File: src/rtl/control_sequencer.sv
// -----------------------------------------------------------------------------
// control_sequencer
//
// Hardwired control unit for the datapath. A single state register walks the
// T0..T6 timing states: T0-T2 perform the instruction fetch, T3 onward execute
// the instruction selected by the opcode field ir[31:27]. Every strobe is a
// pure combinational decode of the current state and the opcode, so strobes
// are valid for the whole cycle that the state is held.
//
// Ports
//   clock      in   system clock, all state updates on the rising edge
//   clear      in   synchronous active-high reset, overrides everything
//   run        in   start request, only looked at while IDLE
//   ir         in   instruction register contents (opcode in [31:27])
//   PCout .. LOin, PCin   out  datapath bus/register strobes
//   Gra/Grb/Grc out  register-field selects for the select/encode logic
//   Rin/Rout    out  general register load / drive strobes
//   alu_op      out  ALU function, only nonzero while Zin is high in execute
//   running     out  high in every state except IDLE and HALT
//   illegal     out  one-cycle pulse in T3 for an undefined opcode
// -----------------------------------------------------------------------------
module control_sequencer #(
    parameter int OPW  = 5,
    parameter int ALUW = 4
) (
    input  logic            clock,
    input  logic            clear,
    input  logic            run,
    input  logic [31:0]     ir,
    output logic            PCout,
    output logic            IncPC,
    output logic            MARin,
    output logic            Read,
    output logic            MDRin,
    output logic            MDRout,
    output logic            IRin,
    output logic            Yin,
    output logic            Zin,
    output logic            Zlowout,
    output logic            ZHighout,
    output logic            HIin,
    output logic            LOin,
    output logic            PCin,
    output logic            Gra,
    output logic            Grb,
    output logic            Grc,
    output logic            Rin,
    output logic            Rout,
    output logic [ALUW-1:0] alu_op,
    output logic            running,
    output logic            illegal
);

    typedef enum logic [3:0] {
        S_IDLE = 4'd0,
        S_T0   = 4'd1,
        S_T1   = 4'd2,
        S_T2   = 4'd3,
        S_T3   = 4'd4,
        S_T4   = 4'd5,
        S_T5   = 4'd6,
        S_T6   = 4'd7,
        S_HALT = 4'd8
    } state_t;

    localparam logic [OPW-1:0] OP_ROL  = OPW'(5'b01000);
    localparam logic [OPW-1:0] OP_MUL  = OPW'(5'b01001);
    localparam logic [OPW-1:0] OP_DIV  = OPW'(5'b01010);
    localparam logic [OPW-1:0] OP_NEG  = OPW'(5'b01011);
    localparam logic [OPW-1:0] OP_NOT  = OPW'(5'b01100);
    localparam logic [OPW-1:0] OP_NOP  = OPW'(5'b11010);
    localparam logic [OPW-1:0] OP_HALT = OPW'(5'b11011);

    state_t          r_state;
    state_t          w_state_next;
    logic [OPW-1:0]  w_opcode;
    logic            w_is_alu2;
    logic            w_is_muldiv;
    logic            w_is_unary;
    logic            w_is_nop;
    logic            w_is_halt;
    logic            w_is_illegal;
    logic            w_unused;

    assign w_opcode = ir[31 -: OPW];

    // Operand and immediate fields are consumed by the select/encode logic,
    // not by the sequencer.
    assign w_unused = ^ir[31-OPW:0];

    // Instruction classes; anything not covered is treated as illegal.
    assign w_is_alu2    = (w_opcode <= OP_ROL);
    assign w_is_muldiv  = (w_opcode == OP_MUL) || (w_opcode == OP_DIV);
    assign w_is_unary   = (w_opcode == OP_NEG) || (w_opcode == OP_NOT);
    assign w_is_nop     = (w_opcode == OP_NOP);
    assign w_is_halt    = (w_opcode == OP_HALT);
    assign w_is_illegal = !(w_is_alu2 || w_is_muldiv || w_is_unary ||
                            w_is_nop || w_is_halt);

    // -------------------------------------------------------------------------
    // Next-state logic. States an opcode does not use fall straight back to
    // T0, so a changed ir in the middle of execute can never strand the FSM.
    // -------------------------------------------------------------------------
    always_comb begin
        w_state_next = S_IDLE;
        case (r_state)
            S_IDLE: w_state_next = run ? S_T0 : S_IDLE;
            S_T0:   w_state_next = S_T1;
            S_T1:   w_state_next = S_T2;
            S_T2:   w_state_next = S_T3;
            S_T3: begin
                if (w_is_halt)
                    w_state_next = S_HALT;
                else if (w_is_alu2 || w_is_muldiv || w_is_unary)
                    w_state_next = S_T4;
                else
                    w_state_next = S_T0;
            end
            S_T4:   w_state_next = (w_is_alu2 || w_is_muldiv) ? S_T5 : S_T0;
            S_T5:   w_state_next = w_is_muldiv ? S_T6 : S_T0;
            S_T6:   w_state_next = S_T0;
            S_HALT: w_state_next = S_HALT;
            default: w_state_next = S_IDLE;
        endcase
    end

    always_ff @(posedge clock) begin
        if (clear) begin
            r_state <= S_IDLE;
        end else begin
            r_state <= w_state_next;
        end
    end

    // -------------------------------------------------------------------------
    // Strobe decode. alu_op is only presented alongside Zin in execute states;
    // the T0 Zin (PC increment) leaves it at zero.
    // -------------------------------------------------------------------------
    always_comb begin
        PCout    = 1'b0;
        IncPC    = 1'b0;
        MARin    = 1'b0;
        Read     = 1'b0;
        MDRin    = 1'b0;
        MDRout   = 1'b0;
        IRin     = 1'b0;
        Yin      = 1'b0;
        Zin      = 1'b0;
        Zlowout  = 1'b0;
        ZHighout = 1'b0;
        HIin     = 1'b0;
        LOin     = 1'b0;
        PCin     = 1'b0;
        Gra      = 1'b0;
        Grb      = 1'b0;
        Grc      = 1'b0;
        Rin      = 1'b0;
        Rout     = 1'b0;
        alu_op   = '0;
        running  = 1'b0;
        illegal  = 1'b0;
        case (r_state)
            S_T0: begin
                running = 1'b1;
                PCout   = 1'b1;
                IncPC   = 1'b1;
                Zin     = 1'b1;
                MARin   = 1'b1;
            end
            S_T1: begin
                running = 1'b1;
                Zlowout = 1'b1;
                PCin    = 1'b1;
                Read    = 1'b1;
                MDRin   = 1'b1;
            end
            S_T2: begin
                running = 1'b1;
                MDRout  = 1'b1;
                IRin    = 1'b1;
            end
            S_T3: begin
                running = 1'b1;
                if (w_is_alu2 || w_is_muldiv) begin
                    Grb  = 1'b1;
                    Rout = 1'b1;
                    Yin  = 1'b1;
                end else if (w_is_unary) begin
                    Grb    = 1'b1;
                    Rout   = 1'b1;
                    Zin    = 1'b1;
                    alu_op = w_opcode[ALUW-1:0];
                end else if (w_is_illegal) begin
                    illegal = 1'b1;
                end
            end
            S_T4: begin
                running = 1'b1;
                if (w_is_alu2 || w_is_muldiv) begin
                    Grc    = 1'b1;
                    Rout   = 1'b1;
                    Zin    = 1'b1;
                    alu_op = w_opcode[ALUW-1:0];
                end else if (w_is_unary) begin
                    Zlowout = 1'b1;
                    Gra     = 1'b1;
                    Rin     = 1'b1;
                end
            end
            S_T5: begin
                running = 1'b1;
                if (w_is_alu2) begin
                    Zlowout = 1'b1;
                    Gra     = 1'b1;
                    Rin     = 1'b1;
                end else if (w_is_muldiv) begin
                    Zlowout = 1'b1;
                    LOin    = 1'b1;
                end
            end
            S_T6: begin
                running = 1'b1;
                if (w_is_muldiv) begin
                    ZHighout = 1'b1;
                    HIin     = 1'b1;
                end
            end
            default: begin
                // IDLE, HALT and unreachable encodings drive nothing.
            end
        endcase
    end

endmodule

File: config.mk
export PLATFORM = sky130hd
export DESIGN_NAME = control_sequencer
export DESIGN_NICKNAME = d
export VERILOG_FILES = /design/src/rtl/control_sequencer.sv
export SDC_FILE = /design/constraint.sdc
export NUM_CORES = 1
export LEC_CHECK = 0
export BUFFER_PORTS_ARGS = -buffer_cell sky130_fd_sc_hd__buf_4
export CORE_MARGIN = 4
export CORE_UTILIZATION = 30
export CTS_CLUSTER_SIZE = 20
export DETAILED_ROUTE_END_ITERATION = 6
export GPL_ROUTABILITY_DRIVEN = 0
export PLACE_DENSITY = 0.7
export SYNTH_ARGS = -nofsm -noshare
export SYNTH_HDL_FRONTEND = slang
export SYNTH_SLANG_ARGS = --single-unit
export TNS_END_PERCENT = 30
File: constraint.sdc
create_clock -name clock -period 1.7 [get_ports clock]
set_clock_uncertainty 0.15 [all_clocks]
set_input_delay 0.17 -clock clock [delete_from_list [all_inputs] [get_ports clock]]
set_output_delay 0.17 -clock clock [all_outputs]
set_load 0.02 [all_outputs]
==> out/results.txt, run 1 <==
status: complete, but fails checks
failing checks: setup timing
Final Hold Vio Count: 0
DP HPWL: 1350 µm
NumNets Final: 150
sequential share of power: 24.6%
Synthesized Nets: 112
Util after Layout: 56.6%
fin cells: 138
Avg WL per Cell: 13.2 µm
Tot GR Track Use: 13.7%
pwr/cell area: 427 nW/µm²
Seq cells post-synth: 4
I/O pin total: 60
CP max stage cell: or3_4
crit-path leading delay family: simple AND/OR/NAND/NOR gates
kind of critical path: reg2out
CTS max path bufs: 2
Skew-Pair Late Insertion Delay: 0.23 ns
Placed Area: 853 µm²
ys flop type: dfxtp_1
largest register by flop count: r_state
Yosys top cell by area: dfxtp_1
gr ovfl total: 0
first-pass GRT wire length: 2930 µm
Area Growth Syn to Fin: 72.1%
Switch Pwr: 156 µW
Tmin final: 1.84 ns
DR vias: 694
Slew Viols, Final: 0
Inserted Clock Buffers: 3
ant diodes: 0
htree depth: 1
LEAKAGE: 0.460 nW
Mapped Cells: 77
relative max-transition margin: 74.9%
Crit path buffers/inverters: 1
critical path required time: 1.38 ns
Final period util: 108%
slowest stage delay, CP: 0.36 ns
Synth top area share: 13.6%
die width: 52.2 µm
CP Capture Type: output port
die area: 2730 µm²
MaxCap Viol Count: 0
root buffer cell: clkbuf_4
Synth area leaders: dfxtp_1 (14%), buf_4 (9.0%), nor3_1 (6.0%)
CTS tree: built
max FFs per register: 4
sum of negative setup slack: -0.836 ns
worst hold slack: 0.177 ns
initial drt markers: 17
Total Wirelength: 1820 µm
clk slew on worst S/H paths: 0.04 ns
Worst VDD drop: 0.276 mV
worst path cell trace: nand2b_4, or3_4, nor3_4, or2_4, buf_6
biggest registers after layout: r_state x4
ANT nets after route: 0
RSZ-0062 raised after global routing: yes
Post-synth top cells: buf_4 (7), nor3_1 (7), nand2_1 (6)
fillers: 160
initial antenna violation count: 0
vias in the first global route: 668
CP Launch Type: register
highest net fanout along the worst path: 2
layout cells sized above 1: 61.9%
pin count of the biggest net entering global routing: 11
Cell Area, Synth: 587 µm²
Comb power frac: 47.9%
switching share of power: 36.2%
Setup WS post-layout: -0.137 ns
# port buffers: 32
# rows: 15
FMAX: 544 MHz
placed instance count: 130
final setup fails: 13
synth unique cells: 36
design area: 1010 µm²
Die H: 52.2 µm
clock sink total: 4
CP Data Arrival Time: 1.52 ns
slew at the pin closest to its max-slew limit: 0.373 ns
DRC: 0
worst hold path class: in2reg
Core ar.: 1780 µm²
Initial DRT Pass Iterations: 4
Async SR Flop Fraction: 0%
pre-CTS setup slack: 0.0217 ns
total power: 431 µW
Avg Vias per Cell: 5.03
Initial Utilization: 32.9%
Ys Warns: 0
syn avg cell area: 7.62 µm²
Clk network pwr share: 27.5%
Int Power: 275 µW
register area share after synthesis: 13.6%
EDFF count, synth: 0
-- worst reg2reg max path: stages, from the launching register on --
cell and delay, ns:
dfxtp_2 0.31, nand2b_4 0.14, or3_4 0.36, nor3_4 0.23, buf_6 0.13, buf_4 0.09
o41a_1 0.13
-- power groups by stage --
stage	clock [mW]	sequential, mW	combinational (mW)
after floorplan	0	0.102	0.125
after global placement	0	0.106	0.179
after detailed placement	0	0.106	0.183
after CTS	0.121	0.104	0.198
after global routing	0.127	0.107	0.219
final	0.119	0.106	0.206
-- kinds of logic after synthesis --
kind of cell,synth area share [%]
xor gates and xnor gates,1.49
DFF,13.6
and+or+nand+nor,45.4
AOI/OAI and AO/OA,22.8
buffers and inverters,16.6
-- path summary, 6_finish.rpt --
check	start	end	slack, ns	cells after the start
worst min register to register	r_state[1]	r_state[3]	0.51	2
worst max-delay path	r_state[3]	Rout	-0.14	5
worst min-delay path	run	r_state[0]	0.18	4
worst max register to register	r_state[3]	r_state[2]	0.11	6
-- what timing repair did --
item | CTS | global route
pin swaps | 2 | 2
endpoints found under the hold margin | 1 | 0
resized for setup | 17 | 6
buffers inserted | 4 | 0
endpoints found under the setup margin | 14 | 16
hold buffers | 1 | 0
-- cell type report --
cell class / count / area, µm² / area share, %
Tap cell: 25 / 31.3 / 3.10
Sequential cell: 4 / 81.3 / 8.05
Timing Repair Buffer: 46 / 398 / 39.4
Multi-Input combinational cell: 59 / 473 / 46.8
Inverter: 1 / 3.75 / 0.372
Clock buffer: 3 / 22.5 / 2.23
-- placed cells by master, fill, tap and decap left out, drive strengths merged --
master       count
a21boi           1
a21o             3
a21oi            6
and2             4
and2b            1
and3             1
buf             45
clkbuf           3
dfxtp            4
dlygate4sd3      1
inv              1
nand2            6
nand2b           4
nand3b           1
nand4b           1
nor2             4
nor2b            1
nor3             9
nor4             2
o211a            1
o21ai            2
o31ai            3
o32a             1
o41a             1
or2              2
or3              3
or3b             1
xnor2            1
-- metal layers --
| metal | up-vias | global-route usage [%] | wire length (µm) |
|---|---|---|---|
| li1 | 342 | - | - |
| met1 | 328 | 17.3 | 819 |
| met2 | 24 | 24.3 | 878 |
| met3 | 0 | 1.71 | 116 |
| met4 | 0 | 3.83 | 0 |
| met5 | - | 0 | 0 |
Power figures use the tool's default switching activity.
==> inputs of run 2 (changes only) <==
CTS_BUF_LIST = sky130_fd_sc_hd__clkbuf_8 sky130_fd_sc_hd__clkbuf_16   (was not set)
SKIP_CTS_REPAIR_TIMING = 1   (was not set)
==> run 2 against run 1 <==
The flow still finishes with violations (setup timing). Non-clock buffer count decreased by 1. Critical endpoint unchanged. Final cell count is 0.72% lower. Worst setup slack got worse by 0.022 ns. Critical path type unchanged. First-iteration DRC count down 71%. Hold slack gained 0.035 ns. Sequential share of layout area grew 0.28 points. Via count shrank 0.43%. Utilization shrank 1.1 points. Wire length rose by 4.2%.
==> out/results.txt, run 2 (synthesis gave the netlist of run 1 again) <==
status: complete, but fails checks
fillers: 161 (+0.63%)
DP HPWL: 1350 µm (unchanged)
Avg WL per Cell: 13.8 µm (+4.9%)
worst hold path class: in2reg
slew at the pin closest to its max-slew limit: 0.375 ns (+0.00195 ns)
commonest non-fill, non-tap cell in the layout: buf_4
met1 WL: 808 µm (-1.3%)
fin cells: 137 (-0.72%)
ANT nets after route: 0 (unchanged)
CP Launch Type: register
DR vias: 691 (-0.43%)
gr ovfl total: 0 (unchanged)
CP Data Arrival Time: 1.54 ns (+0.02 ns)
max layer used: met4
highest net fanout along the worst path: 3 (+1)
die width: 52.2 µm (unchanged)
FMAX: 538 MHz (-1.2%)
Tmin final: 1.86 ns (+0.0224 ns)
DRC: 0 (unchanged)
max FFs per register: 4 (unchanged)
relative max-transition margin: 74.8% (-0.13 points)
Setup WS post-layout: -0.159 ns (-0.0224 ns)
NumNets Final: 149 (-0.67%)
pin count of the biggest net entering global routing: 11 (unchanged)
Die H: 52.2 µm (unchanged)
vias in the first global route: 641 (-4.0%)
Initial Utilization: 32.9% (unchanged)
CTS tree: built
met3 wire length: 124 µm (+6.9%)
Avg Vias per Cell: 5.04 (+0.29%)
clock sink total: 4 (unchanged)
biggest registers after layout: r_state x4
Final Hold Vio Count: 0 (unchanged)
Placed Area: 853 µm² (unchanged)
RSZ-0062 raised after global routing: yes
Total Wirelength: 1890 µm (+4.2%)
first-pass GRT wire length: 2820 µm (-3.8%)
I/O pin total: 60 (unchanged)
R2R setup slack: 0.24 ns (+0.13 ns)
initial drt markers: 5 (-12)
Inserted Clock Buffers: 3 (unchanged)
critical path required time: 1.38 ns (about the same)
pwr/cell area: 518 nW/µm² (+21%)
Tot GR Track Use: 13.7% (about the same)
DR WL met2: 918 µm (+4.6%)
LEAKAGE: 0.458 nW (-0.64%)
die area: 2730 µm² (unchanged)
ant diodes: 0 (unchanged)
placed instance count: 130 (unchanged)
MaxCap Viol Count: 0 (unchanged)
commonest non-fill, non-tap cells in the layout: buf_4 (35), buf_6 (8), nand2_1 (6)
Area Growth Syn to Fin: 68.9%
Util after Layout: 55.6% (-1.1 points)
sum of negative setup slack: -0.883 ns (-0.0468 ns)
failing checks: setup timing
Worst VDD drop: 0.272 mV (-1.4%)
initial antenna violation count: 0 (unchanged)
CP Capture Type: output port
htree depth: 1 (unchanged)
clk slew on worst S/H paths: 0.03 ns (about the same)
# rows: 15 (unchanged)
Final period util: 109% (+1.3 points)
Core ar.: 1780 µm² (unchanged)
largest register by flop count: r_state
CTS max path bufs: 2 (unchanged)
design area: 991 µm² (-1.9%)
final setup fails: 8 (-5)
total power: 514 µW (+19%)
Slew Viols, Final: 0 (unchanged)
Initial DRT Pass Iterations: 4 (unchanged)
kind of critical path: reg2out
# port buffers: 32 (unchanged)
layout cells sized above 1: 60.7% (-1.2 points)
root buffer cell: clkbuf_8
Skew-Pair Late Insertion Delay: 0.22 ns (about the same)
-- run 2: changes by cell type in the layout (fill, tap and decap cells not counted), sizes merged --
cell  before  now
buf       45   44
-- run 2: per-stage QoR --
step                      hold slack, ns  worst slack, ns
final                              0.212           -0.159
after global routing               0.250           -0.223
after CTS                        -0.0178           -0.219
after detailed placement           0.207           0.0217
after global placement             0.205           0.0338
after floorplan                   0.0971           -0.125
-- run 2: area by class of cell --
type                    instances  area, µm²  area share (%)
repair buffers                 45        383            38.6
inverters                       1       3.75           0.379
well taps                      25       31.3            3.16
clock buffers                   3       41.3            4.17
multi-input cells              59        449            45.3
flip-flops and latches          4       82.6            8.33
-- run 2: worst max-delay path, stage by stage (launching register included) --
cell and delay [ns]:
dfxtp_2 0.31, nand2b_4 0.14, or3_4 0.36, nor3_4 0.24, or2_2 0.14, buf_4 0.13
-- run 2: layer usage --
metal / GRT usage [%] / vias up
met3: 1.71 / 4
li1: - / 338
met4: 8.94 / 0
met5: 0 / -
met2: 23.6 / 29
met1: 15.8 / 320
-- run 2: power by group --
part / internal [mW] / switching, mW / leakage (nW)
clock: 0.151 / 0.0531 / 0.0216
sequential: 0.100 / 0.00567 / 0.0335
combinational: 0.0971 / 0.106 / 0.402
total: 0.349 / 0.165 / 0.458
-- run 2: worst paths after layout --
path                                  from  cells past startpoint          to
worst min-delay path                   run                      4  r_state[0]
worst max register to register  r_state[2]                      5  r_state[0]
worst max-delay path            r_state[3]                      5        Rout
worst min register to register  r_state[0]                      2  r_state[3]
==> inputs of run 3 (changes only) <==
PLACE_DENSITY = not set   (was 0.7)
PLACE_DENSITY_LB_ADDON = 0.08   (was not set)
SETUP_SLACK_MARGIN = 0.5   (was not set)
==> run 3 against run 2 <==
The flow still finishes with violations (setup timing). Via count is 3.9% lower. Critical endpoint unchanged. Wire length fell by 2.7%. Final cell count is 1.5% higher. Utilization grew 9.5 points. Count of clock-buffer cells in the layout unchanged. Sequential power rose by 7%. Worst setup slack improved by 0.042 ns. Flip-flop and latch count unchanged. Largest cell class unchanged. Critical path depth unchanged. First-iteration DRC count increased by 80%.
==> out/results.txt, run 3 (synthesis gave the netlist of run 1 again) <==
worst path cell trace: nand2b_4, or3_4, nor3_4, or2_4, buf_6
CP Depth: 5 (unchanged)
Total Wirelength: 1840 µm (-2.7%)
fillers: 147 (-8.7%)
Worst Reg-to-Reg Cells: 5 (unchanged)
sequential share of power: 21.0% (+0.4 points)
Crit path buffers/inverters: 1 (unchanged)
Setup WS post-layout: -0.117 ns (+0.0421 ns)
highest net fanout along the worst path: 3 (unchanged)
largest register by flop count: r_state
R2R Path End: r_state[0]
kind of critical path: reg2out
CTS tree: built
CP Capture Type: output port
commonest non-fill, non-tap cells in the layout: buf_4 (25), buf_6 (20)
Area Growth Syn to Fin: 97.7%
Inserted Clock Buffers: 3 (unchanged)
die width: 52.2 µm (unchanged)
DR vias: 664 (-3.9%)
Initial Utilization: 32.9% (unchanged)
clk slew on worst S/H paths: 0.03 ns (about the same)
DP HPWL: 1320 µm (-2.0%)
Tot GR Track Use: 12.5% (-1.3 points)
Placed Area: 906 µm² (+6.2%)
die area: 2730 µm² (unchanged)
worst hold path class: in2reg
initial drt markers: 9 (+4)
CP Data Arrival Time: 1.50 ns (-0.04 ns)
switching share of power: 31.6% (-0.54 points)
RSZ-0062 raised after global routing: yes
slew at the pin closest to its max-slew limit: 0.298 ns (-0.0768 ns)
Skew-Pair Late Insertion Delay: 0.21 ns (about the same)
FF-to-FF Start: r_state[2]
pre-CTS setup slack: -0.0188 ns (-0.0405 ns)
area occupied by multi-input gates: 557 µm² (+24%)
Tmin final: 1.82 ns (-0.0421 ns)
layout cells sized above 1: 72.8% (+12 points)
Final period util: 107% (-2.5 points)
CP Launch Type: register
Clk network pwr share: 36.1% (-3.7 points)
slowest stage delay, CP: 0.36 ns (about the same)
CP Capture Point: Rout
crit-path leading delay family: simple AND/OR/NAND/NOR gates
I/O pin total: 60 (unchanged)
Slew Viols, Final: 0 (unchanged)
CTS max path bufs: 2 (unchanged)
Comb power frac: 42.9% (+3.3 points)
commonest non-fill, non-tap cell in the layout: buf_4
Worst VDD drop: 0.535 mV (+97%)
ant diodes: 0 (unchanged)
Int Power: 368 µW (+5.5%)
first-pass GRT wire length: 2620 µm (-7.3%)
MaxCap Viol Count: 0 (unchanged)
final setup fails: 9 (+1)
biggest registers after layout: r_state x4
Core ar.: 1780 µm² (unchanged)
Avg WL per Cell: 13.2 µm (-4.1%)
# rows: 15 (unchanged)
Final Hold Vio Count: 0 (unchanged)
pin count of the biggest net entering global routing: 11 (unchanged)
htree depth: 1 (unchanged)
Avg Vias per Cell: 4.78 (-5.3%)
critical path required time: 1.38 ns (about the same)
max FFs per register: 4 (unchanged)
vias in the first global route: 574 (-10%)
failing checks: setup timing
clock sink total: 4 (unchanged)
root buffer cell: clkbuf_8
total power: 537 µW (+4.6%)
CP max stage cell: or3_4
FMAX: 550 MHz (+2.3%)
R2R setup slack: 0.22 ns (-0.02 ns)
gr ovfl total: 0 (unchanged)
status: complete, but fails checks
NumNets Final: 151 (+1.3%)
Die H: 52.2 µm (unchanged)
Reg area: 88.8 µm² (+7.6%)
Initial DRT Pass Iterations: 4 (unchanged)
placed instance count: 132 (+1.5%)
DRC: 0 (unchanged)
worst setup path startpoint: r_state[3]
LEAKAGE: 0.542 nW (+18%)
ANT nets after route: 0 (unchanged)
initial antenna violation count: 0 (unchanged)
Switch Pwr: 170 µW (+2.9%)
# port buffers: 32 (unchanged)
design area: 1160 µm² (+17%)
pwr/cell area: 463 nW/µm² (-11%)
fin cells: 139 (+1.5%)
relative max-transition margin: 79.9% (+5.1 points)
-- run 3: changes by cell type in the layout (fill, tap and decap cells not counted), moves of 3 or more --
cell,change
and2_1,-3
buf_6,+12
nor3_4,+3
buf_4,-10
and2_4,+3
-- run 3: power groups by stage --
stage                     Sequential (mW)  Clock, mW  Combinational (mW)
after floorplan                     0.102          0               0.134
after global placement              0.110          0               0.185
after detailed placement            0.110          0               0.186
after CTS                           0.108      0.202               0.186
after global routing                0.114      0.214               0.246
final                               0.113      0.194               0.231
-- run 3: per-stage QoR --
step / hold WS, ns / TNS (ns) / utilization (%)
floorplan: 0.0971 / 0 / -
global placement: 0.216 / -0.0101 / 50.8
detailed placement: 0.217 / -0.0188 / 50.8
CTS: -0.00741 / -1.01 / 53.1
global route: 0.0938 / -1.27 / 65.1
finish: 0.0850 / -0.551 / 65.1
-- run 3: how the worst min path moves through the flow --
stage,end,depth (start not counted),start
3_3_place_gp,r_state[3],2,clear
2_1_floorplan,r_state[3],1,clear
6_report,r_state[0],4,clear
3_5_place_dp,r_state[3],2,clear
5_1_grt,r_state[2],3,clear
4_1_cts,r_state[3],2,clear
-- run 3: worst register-to-register path, stage by stage, from the launching register on --
cell and delay [ns]:
dfxtp_1 0.36, buf_4 0.21, nand4b_1 0.14, o32a_1 0.30
o21ai_0 0.14, a21oi_1 0.06
-- run 3: final cells by class --
cell class              count  area share (%)
clock buffers               3            3.56
inverters                   1           0.324
multi-input cells          59            48.0
flip-flops and latches      4            7.66
well taps                  25            2.70
repair buffers             47            37.8
-- run 3: per-layer routing --
layer | part of all wire (%) | global-route usage, % | routed length (µm) | vias up
met5 | 0 | 0 | 0 | -
met2 | 50 | 19.5 | 925 | 16
li1 | - | - | - | 344
met4 | 0 | 5.96 | 0 | 0
met3 | 3.6 | 1.14 | 66 | 0
met1 | 46 | 17.1 | 847 | 304
